$ cat src/rtl/isa_types_pkg.sv
// Shared ISA-level types for the fetch path: word width, instruction size,
// the {pc, instr} entry passed to decode and the fetch state encoding.
package isa_types_pkg;

    localparam int unsigned XLEN        = 32;
    localparam int unsigned INSTR_BYTES = 4;

    typedef struct packed {
        logic [XLEN-1:0] pc;
        logic [XLEN-1:0] instr;
    } fetch_entry_t;

    typedef enum logic [0:0] {
        RUN  = 1'b0,
        HALT = 1'b1
    } fetch_state_t;

endpackage

$ cat src/rtl/fetch_buffer.sv
// Small in-order FIFO of fetch entries between the rom return path and decode.
// Push and pop may happen in the same cycle; flush empties it and wins over push.
module fetch_buffer
    import isa_types_pkg::*;
#(
    parameter int unsigned DEPTH = 2
) (
    input  logic                         clk_i,
    input  logic                         rst_ni,
    input  logic                         flush_i,
    input  logic                         push_i,
    input  fetch_entry_t                 push_entry_i,
    input  logic                         pop_i,
    output fetch_entry_t                 head_o,
    output logic [$clog2(DEPTH+1)-1:0]   count_o
);

    localparam int unsigned PTR_W = $clog2(DEPTH);
    localparam int unsigned CNT_W = $clog2(DEPTH + 1);

    fetch_entry_t     mem_q [DEPTH];
    logic [PTR_W-1:0] wr_ptr_q, wr_ptr_d;
    logic [PTR_W-1:0] rd_ptr_q, rd_ptr_d;
    logic [CNT_W-1:0] count_q, count_d;

    // Pointer and occupancy update; flush clears everything including a same-cycle push.
    always_comb begin
        wr_ptr_d = wr_ptr_q;
        rd_ptr_d = rd_ptr_q;
        count_d  = count_q;
        if (flush_i) begin
            wr_ptr_d = '0;
            rd_ptr_d = '0;
            count_d  = '0;
        end else begin
            if (push_i) begin
                wr_ptr_d = wr_ptr_q + PTR_W'(1);
            end
            if (pop_i) begin
                rd_ptr_d = rd_ptr_q + PTR_W'(1);
            end
            count_d = count_q + CNT_W'(push_i) - CNT_W'(pop_i);
        end
    end

    // Storage and pointer registers.
    always_ff @(posedge clk_i or negedge rst_ni) begin
        if (!rst_ni) begin
            wr_ptr_q <= '0;
            rd_ptr_q <= '0;
            count_q  <= '0;
            for (int i = 0; i < DEPTH; i++) begin
                mem_q[i] <= '0;
            end
        end else begin
            wr_ptr_q <= wr_ptr_d;
            rd_ptr_q <= rd_ptr_d;
            count_q  <= count_d;
            if (push_i && !flush_i) begin
                mem_q[wr_ptr_q] <= push_entry_i;
            end
        end
    end

    assign head_o  = mem_q[rd_ptr_q];
    assign count_o = count_q;

    // The issue rule upstream must never let a push land on a full buffer.
    a_no_overflow: assert property (@(posedge clk_i) disable iff (!rst_ni)
        !(push_i && !pop_i && !flush_i && (count_q == CNT_W'(DEPTH))));

endmodule

$ cat src/rtl/fetch_unit.sv
// Instruction fetch stage: owns the PC, drives the rom address, captures the
// registered rom word one cycle later and presents {pc, instr} to decode.
// Optional feature macro: FETCH_MISALIGN_TRAP_EN (misaligned redirect halts
// fetch and raises out_fault instead of silently clearing the low bits).
module fetch_unit
    import isa_types_pkg::*;
#(
    parameter logic [XLEN-1:0] RESET_PC  = '0,
    parameter int unsigned     BUF_DEPTH = 2
) (
    input  logic            clock,
    input  logic            reset_n,
    input  logic            redirect_valid,
    input  logic [XLEN-1:0] redirect_pc,
    output logic [XLEN-1:0] rom_addr,
    input  logic [XLEN-1:0] rom_rdata,
    output logic            out_valid,
    input  logic            out_ready,
    output logic [XLEN-1:0] out_pc,
    output logic [XLEN-1:0] out_instr,
    output logic            out_fault
);

    localparam int unsigned CNT_W = $clog2(BUF_DEPTH + 1);
    localparam int unsigned OCC_W = CNT_W + 1;

    fetch_state_t     state_q, state_d;
    logic [XLEN-1:0]  pc_q, pc_d;
    logic [XLEN-1:0]  req_pc_q, req_pc_d;
    logic             inflight_q, inflight_d;

    logic [CNT_W-1:0] buf_count;
    fetch_entry_t     buf_head;
    fetch_entry_t     push_entry;
    logic             pop;
    logic             issue;
    logic [OCC_W-1:0] occupancy;
    logic [XLEN-1:0]  redirect_aligned;

`ifdef FETCH_MISALIGN_TRAP_EN
    logic             fault_q, fault_d;
    logic [XLEN-1:0]  fault_pc_q, fault_pc_d;
`endif

    assign pop              = out_valid & out_ready;
    assign occupancy        = OCC_W'(buf_count) - OCC_W'(pop) + OCC_W'(inflight_q);
    assign issue            = (occupancy < OCC_W'(BUF_DEPTH)) && (state_q == RUN) && !redirect_valid;
    assign redirect_aligned = redirect_pc & ~XLEN'(3);
    assign push_entry       = '{pc: req_pc_q, instr: rom_rdata};

    // Next PC / request tracking; a redirect overrides any issue in the same cycle.
    always_comb begin
        state_d    = state_q;
        pc_d       = pc_q;
        req_pc_d   = req_pc_q;
        inflight_d = 1'b0;
`ifdef FETCH_MISALIGN_TRAP_EN
        fault_d    = fault_q;
        fault_pc_d = fault_pc_q;
`endif
        if (redirect_valid) begin
            pc_d = redirect_aligned;
`ifdef FETCH_MISALIGN_TRAP_EN
            if (redirect_pc[1:0] != 2'b00) begin
                state_d    = HALT;
                fault_d    = 1'b1;
                fault_pc_d = redirect_pc;
            end else begin
                state_d = RUN;
                fault_d = 1'b0;
            end
`else
            state_d = RUN;
`endif
        end else if (issue) begin
            pc_d       = pc_q + XLEN'(INSTR_BYTES);
            req_pc_d   = pc_q;
            inflight_d = 1'b1;
        end
    end

    // PC, outstanding request and state registers.
    always_ff @(posedge clock or negedge reset_n) begin
        if (!reset_n) begin
            state_q    <= RUN;
            pc_q       <= RESET_PC;
            req_pc_q   <= '0;
            inflight_q <= 1'b0;
        end else begin
            state_q    <= state_d;
            pc_q       <= pc_d;
            req_pc_q   <= req_pc_d;
            inflight_q <= inflight_d;
        end
    end

`ifdef FETCH_MISALIGN_TRAP_EN
    // Fault flag and the raw misaligned target it reports.
    always_ff @(posedge clock or negedge reset_n) begin
        if (!reset_n) begin
            fault_q    <= 1'b0;
            fault_pc_q <= '0;
        end else begin
            fault_q    <= fault_d;
            fault_pc_q <= fault_pc_d;
        end
    end
`endif

    fetch_buffer #(
        .DEPTH (BUF_DEPTH)
    ) u_buf (
        .clk_i        (clock),
        .rst_ni       (reset_n),
        .flush_i      (redirect_valid),
        .push_i       (inflight_q),
        .push_entry_i (push_entry),
        .pop_i        (pop),
        .head_o       (buf_head),
        .count_o      (buf_count)
    );

    assign rom_addr  = pc_q;
    assign out_valid = (buf_count != '0);
    assign out_instr = buf_head.instr;
`ifdef FETCH_MISALIGN_TRAP_EN
    assign out_pc    = fault_q ? fault_pc_q : buf_head.pc;
    assign out_fault = fault_q;
`else
    assign out_pc    = buf_head.pc;
    assign out_fault = 1'b0;
`endif

endmodule
$ cat config.mk
export PLATFORM = sky130hd
export DESIGN_NAME = fetch_unit
export DESIGN_NICKNAME = d
export VERILOG_FILES = /design/src/rtl/isa_types_pkg.sv /design/src/rtl/fetch_buffer.sv /design/src/rtl/fetch_unit.sv
export SDC_FILE = /design/constraint.sdc
export NUM_CORES = 1
export LEC_CHECK = 0
export CAP_MARGIN = 15
export CORE_MARGIN = 4
export CORE_UTILIZATION = 45
export CTS_CLUSTER_SIZE = 28
export DETAILED_ROUTE_END_ITERATION = 7
export HOLD_SLACK_MARGIN = 0.15
export PLACE_DENSITY = 0.83
export SETUP_SLACK_MARGIN = 0.4
export SLEW_MARGIN = 20
export SYNTH_ARGS = -nofsm -noshare
export SYNTH_HDL_FRONTEND = slang
export SYNTH_SLANG_ARGS = --single-unit
$ cat constraint.sdc
create_clock -name clock -period 3.4 [get_ports clock]
set_clock_uncertainty 0.15 [all_clocks]
set_input_delay 0.34 -clock clock [delete_from_list [all_inputs] [get_ports clock]]
set_output_delay 0.34 -clock clock [all_outputs]
set_load 0.01 [all_outputs]
=== After elaboration in Yosys (flattened, before gate mapping) ===
Index checks and enable logic that the tools add are counted.

* $lt $le $gt $ge: 4
* Bitwise operators: 4
* Add/subtract/negate cells: 7
* Multiplexer cells: 15
* Reduce and logical (&&, ||, !) cells: 9

{| class="wikitable"
|+ Operators with widths
! kind !! number
|-
| $mux W64 || 4
|-
| $bwmux W128 || 1
|-
| $demux W64 S1 || 1
|-
| $mux W32 || 2
|-
| $add A32 B3 Y32 const B || 1
|-
| $reduce_bool A2 Y1 || 4
|-
| $mux W1 || 6
|-
| $ge A2 B2 Y1 const B || 2
|-
| $not A1 Y2 || 2
|-
| $add A3 B1 Y3 || 1
|-
| $logic_and A1 B1 Y1 || 3
|-
| $lt A3 B2 Y1 const B || 1
|-
| $sub A2 B1 Y3 || 1
|-
| $add A1 B1 Y1 const B || 2
|-
| $add A2 B1 Y2 || 1
|-
| $lt A2 B1 Y1 const B || 1
|-
| $mux W2 || 1
|-
| $reduce_and A2 Y1 || 1
|-
| $sub A2 B1 Y2 || 1
|-
| $and A1 B1 Y1 || 1
|-
| $logic_not A1 Y1 || 1
|-
| $not A1 Y1 || 1
|}

* Input bits: 68
* Word-level logic and storage cells: 49
* Output and inout port bits: 98
* Register bits: 197

=== Logic depth before layout (Yosys ltp) ===
Gate-level depths: netlist of the first run.

* Depth in word-level cells: 8
* Gate-level depth with buffers: 12
* Gate-level depth less buffers: 10

=== Cells and area by module ===
A second synthesis of the first run with hierarchy kept.

* Cell total of the unflattened synthesis: 623
* Area total of the unflattened synthesis: 9014.9 µm²

{| class="wikitable"
|+ By module, submodules not included
! module !! sequential area each (µm²) !! cells an instance !! times used !! area an instance (µm²)
|-
| fetch_buffer || 3303.2 || 358 || 1 || 6048.3
|-
| fetch_unit || 1526.5 || 265 || 1 || 2966.6
|}

=== Least setup slack after synthesis of the first run ===
OpenSTA, ideal clock, no wires.

* Kind: register -> register
* From: register u_buf.count_q[1] (netlist: u_buf.count_o[1])
* To: register pc_q[28] (netlist: rom_addr[28])
* Stages on the path, launching flop included: 12
* Arrival time: 3385 ps
* Required time: 3168 ps
* Path slack: -217 ps
* Path buffers: 1
* Setup time: 82 ps
* Cell sequence: dfrtp_1 or2_2 and2_1 ha_1 inv_1 ha_1 fa_1 nand4b_4 or4_1 buf_2 or4_1 a31oi_1

* Longest elaborated chain between the ends: 7

{| class="wikitable"
|+ RTL lines
! element !! RTL line !! text
|-
| start, declared || fetch_buffer.sv:24 || <nowiki>logic [CNT_W-1:0] count_q, count_d;</nowiki>
|-
| start signal, assigned || fetch_buffer.sv:58 || <nowiki>count_q <= count_d;</nowiki>
|-
| $reduce_bool A2 Y1 || fetch_unit.sv:124 || <nowiki>assign out_valid = (buf_count != '0);</nowiki>
|-
| via out_valid || fetch_unit.sv:17 || <nowiki>output logic out_valid,</nowiki>
|-
| $and A1 B1 Y1 || fetch_unit.sv:45 || <nowiki>assign pop = out_valid & out_ready;</nowiki>
|-
| $sub A2 B1 Y3 || fetch_unit.sv:46 || <nowiki>assign occupancy = OCC_W'(buf_count) - OCC_W'(pop) + OCC_W'(inflight_q);</nowiki>
|-
| $add A3 B1 Y3 || fetch_unit.sv:46 ||
|-
| $lt A3 B2 Y1 || fetch_unit.sv:47 || <nowiki>assign issue = (occupancy < OCC_W'(BUF_DEPTH)) && (state_q == RUN) && !redirect_valid;</nowiki>
|-
| $logic_and A1 B1 Y1 || fetch_unit.sv:47 ||
|-
| $reduce_bool A2 Y1 (no line) || n/a ||
|-
| end signal, assigned || fetch_unit.sv:91 || <nowiki>pc_q <= pc_d;</nowiki>
|-
| end, declared || fetch_unit.sv:28 || <nowiki>logic [XLEN-1:0] pc_q, pc_d;</nowiki>
|}

The timed path passes the listed nets, and every way through them passes these cells.
A chain may end at the register's enable or synchronous reset.

=== Final worst setup path of the first run ===
* From: register u_buf.count_q[0] (netlist: u_buf.count_o[0])
* To: register pc_q[25] (netlist: rom_addr[25])

* Longest elaborated chain between the ends: 7

{| class="wikitable"
|+ RTL lines
! element !! RTL line
|-
| $reduce_bool A2 Y1 || fetch_unit.sv:124
|-
| $and A1 B1 Y1 || fetch_unit.sv:45
|-
| $sub A2 B1 Y3 (*) || fetch_unit.sv:46
|-
| $add A3 B1 Y3 (*) || fetch_unit.sv:46
|-
| $lt A3 B2 Y1 (*) || fetch_unit.sv:47
|-
| $logic_and A1 B1 Y1 (*) || fetch_unit.sv:47
|-
| $reduce_bool A2 Y1 (no line) (*) || n/a
|}

Mark *: on every way between the ends. The rest lies on a longest branch, timed or not.

==> results of run 1 <==
## what timing repair did
item	4_1_cts	5_1_grt
hold buffers	1	0
gates cloned	1	4
setup endpoints to repair	49	52
hold endpoints to repair	121	0
setup buffers	9	6
pin swaps	8	8
gates resized for setup	9	47
## per-stage QoR
stage,area (µm²),setup WS [ns],instances,power [mW]
6_report,11500,0.138,1058,10.6
5_1_grt,11500,0.0287,1058,11.2
4_1_cts,11200,0.151,1048,10.1
3_5_place_dp,10500,-0.0753,1005,8.12
3_3_place_gp,10500,-0.0598,1005,7.94
2_1_floorplan,8600,0.152,637,6.18
## cell usage in the layout, fill, tap and decap left out, drive strengths merged, types with 2 or more instances in the layout
cell type,count
clkinv,5
nor3b,2
mux2,217
ha,3
nand3,17
o211ai,4
and3,2
o31ai,10
conb,5
inv,12
a31oi,12
and2,2
xnor2,14
dfrtp,189
or4,17
and4,2
nor2b,2
clkbuf,22
nor4b,3
nand2,23
nand4b,2
clkinvlp,3
or3,8
clkdlybuf4s50,157
nor3,4
o21ai,13
or2,2
nand4,9
buf,35
nor4,3
nor2,17
## logic make-up after synthesis
| logic type | Yosys count | share of synthesized area |
|---|---|---|
| xor gates and xnor gates | 14 | 0.0144 |
| adders and majority gates | 4 | 0.00677 |
| AOI/OAI and AO/OA | 42 | 0.0319 |
| DFF | 189 | 0.556 |
| and+or+nand+nor | 116 | 0.0777 |
| other | 1 | 0.000441 |
| buffers and inverters | 49 | 0.0241 |
| muxes | 218 | 0.289 |
## per-layer routing
metal / vias up / wire [µm]
met1: 2972 / 9060
met2: 209 / 9900
met5: - / 0
li1: 2660 / -
met3: 38 / 1020
met4: 0 / 421
## worst min path at each step
stage | start | endpoint | slack, ns | depth (start not counted)
finish | redirect_pc[8] | rom_addr[8] | 0.32 | 3
global route | redirect_pc[17] | rom_addr[17] | 0.32 | 3
CTS | redirect_pc[6] | rom_addr[6] | 0.30 | 3
detailed placement | u_buf.mem_q[8] | u_buf.mem_q[8] | 0.34 | 1
global placement | u_buf.mem_q[4] | u_buf.mem_q[4] | 0.33 | 1
floorplan | reset_n | inflight_q | -0.11 | 0
## worst min-delay path, stage by stage
cell	delay [ns]
clkdlybuf4s50_1	0.39
nand2_1	0.06
o21ai_0	0.07
## layout make-up
type,instances,area [µm²],share of cell area
Inverter,7,26.3,0.00229
Timing Repair Buffer,196,2010,0.175
Clock inverter,13,110,0.00959
Tap cell,234,293,0.0255
Multi-Input combinational cell,400,3860,0.337
Clock buffer,19,443,0.0386
Sequential cell,189,4730,0.412
## registers in the layout, summed over array words and instances (netlist names)
register / flops
inflight_q: 1
req_pc_q: 30
rom_addr: 30
u_buf.count_o: 2
u_buf.mem_q: 124
u_buf.rd_ptr_q: 1
u_buf.wr_ptr_q: 1
## where the power goes
group	switching, mW	internal [mW]	total [mW]
registers	0.638	3.21	3.85
logic	1.80	3.08	4.88
clock network	0.888	0.975	1.86
==> qor.txt, run 1 <==
CP Capture Point: rom_addr[25]
First-pass GRT wire length: 32800 µm
Asr flop ratio synth: 1.00
CP most frequent cell: ha_4
Routed WL: 20400 µm
Main flop type after synthesis: dfrtp_1
RD Place Congestion: 0.800
Post-DP HPWL: 13300 µm
RR Startpoint: u_buf.count_o[0]
FF-to-FF path depth: 11
Via density: 5.56
Post-Synthesis Cells: 633
DRT iter0 DRCs: 313
R2r endpoint: rom_addr[25]
CP max-delay cell: or4_1
Final slew viol count: 0
Fin util: 0.616
Core footprint: 18600 µm²
Initial core utilization: 0.456
Synth top area share: 0.556
Pin count of the biggest net entering global routing: 124
Fmax: 307 MHz
Total Routing Usage GR: 0.191
Hold crit path type: in2reg
Pwr/cell area: 923 nW/µm²
Share of post-route cells with drive strength above 1: 0.380
Die W: 145 µm
Final setup violation count: 0
Worst Path Max Fanout: 13
Clock root cell: clkbuf_16
Synth Cell Area: 8500 µm²
H-tree levels: 4
Die area: 21200 µm²
Clock slew at reported path FFs: 0.07 ns
WS Path Type: reg2reg
Port-buffer cells: 158
Outcome: completed
I/O pin cnt: 166
Arr. time, crit path: 3.46 ns
Setup TNS: 0 ns
TritonCTS clock tree: done
Seq/Total Area, Yosys: 0.556
Vias post-DR: 5879
Post-Syn Area per Cell: 13.4 µm²
Worst slew margin: 0.351
Min Tclk post-route: 3.26 ns
Worst setup SP type: register
Post-detailed-route wirelength per cell: 19.3 µm
Most common cell in the netlist: mux2_2
Yosys Warn Count: 0
Critical path, cell by cell: or2_4 > and2_4 > ha_4 > inv_2 > ha_4 > fa_2 > nand4b_1 > or3_1 > buf_6 > or4_1 > a31oi_1
Row count: 50
Synth unique cells: 38
P&R area growth vs syn: 35.0%
Skew-Pair Late Insertion Delay: 0.43 ns
Gr busiest metal: met2
Bufs on Longest Clock Path: 2
Number of synthesized flops with an enable pin: 0
Routed Antenna Nets: 0
Fin. Hold Viols: 0
Reg2Reg Setup Slack: 0.14 ns
Global route overflow: 0
Global Route met1 Usage: 0.254
Yosys reg bits: 189
CTS sink cnt: 189
Nets: 883
Max Cap Viol: 0
VDD IR-drop max: 488 µV
Antenna violations before repair: 0
TritonRoute pass-1 iters: 4
WHS: 0.320 ns
Crit path max-delay family: simple AND/OR/NAND/NOR gates
Crit end category: register
Met3 usage: 0.0448
Antenna Cells: 0
Post-synth top area cell: dfrtp_1
Largest cells by area after synthesis: dfrtp_1 56%, mux2_2 29%, or4_1 1.5%
Fin crit share: 0.959
Delay of the slowest critical-path stage: 0.47 ns
DRC violations left: 0
Met2 GRT Util: 0.313
Fillers: 1449
Leak Pwr: 4.80 nW
Worst slew pin tran: 0.974 ns
Commonest cells in the netlist: 217 x mux2_2, 189 x dfrtp_1, 29 x clkbuf_1, 23 x nand2_1
CTS buffer count: 17
Req. time, crit path: 3.60 ns
Crit path launch: u_buf.count_o[0]
Critical path depth in cells: 11
RSZ-0062 raised after global routing: yes
Die Y: 145 µm
Buf+Inv Stages, Crit Path: 2
Vias in the first global route: 6240
Note: power is estimated with default switching activity, not from simulation.
==> inputs of run 2 (changes only) <==
--- a/config.mk
+++ b/config.mk
@@ -5,7 +5,7 @@
 export SDC_FILE = /design/constraint.sdc
 export NUM_CORES = 1
 export LEC_CHECK = 0
-export CAP_MARGIN = 15
+export CAP_MARGIN = 20
 export CORE_MARGIN = 4
 export CORE_UTILIZATION = 45
 export CTS_CLUSTER_SIZE = 28
==> results of run 2 <==
Final layout, timing and power as in run 1 (identical DEF).
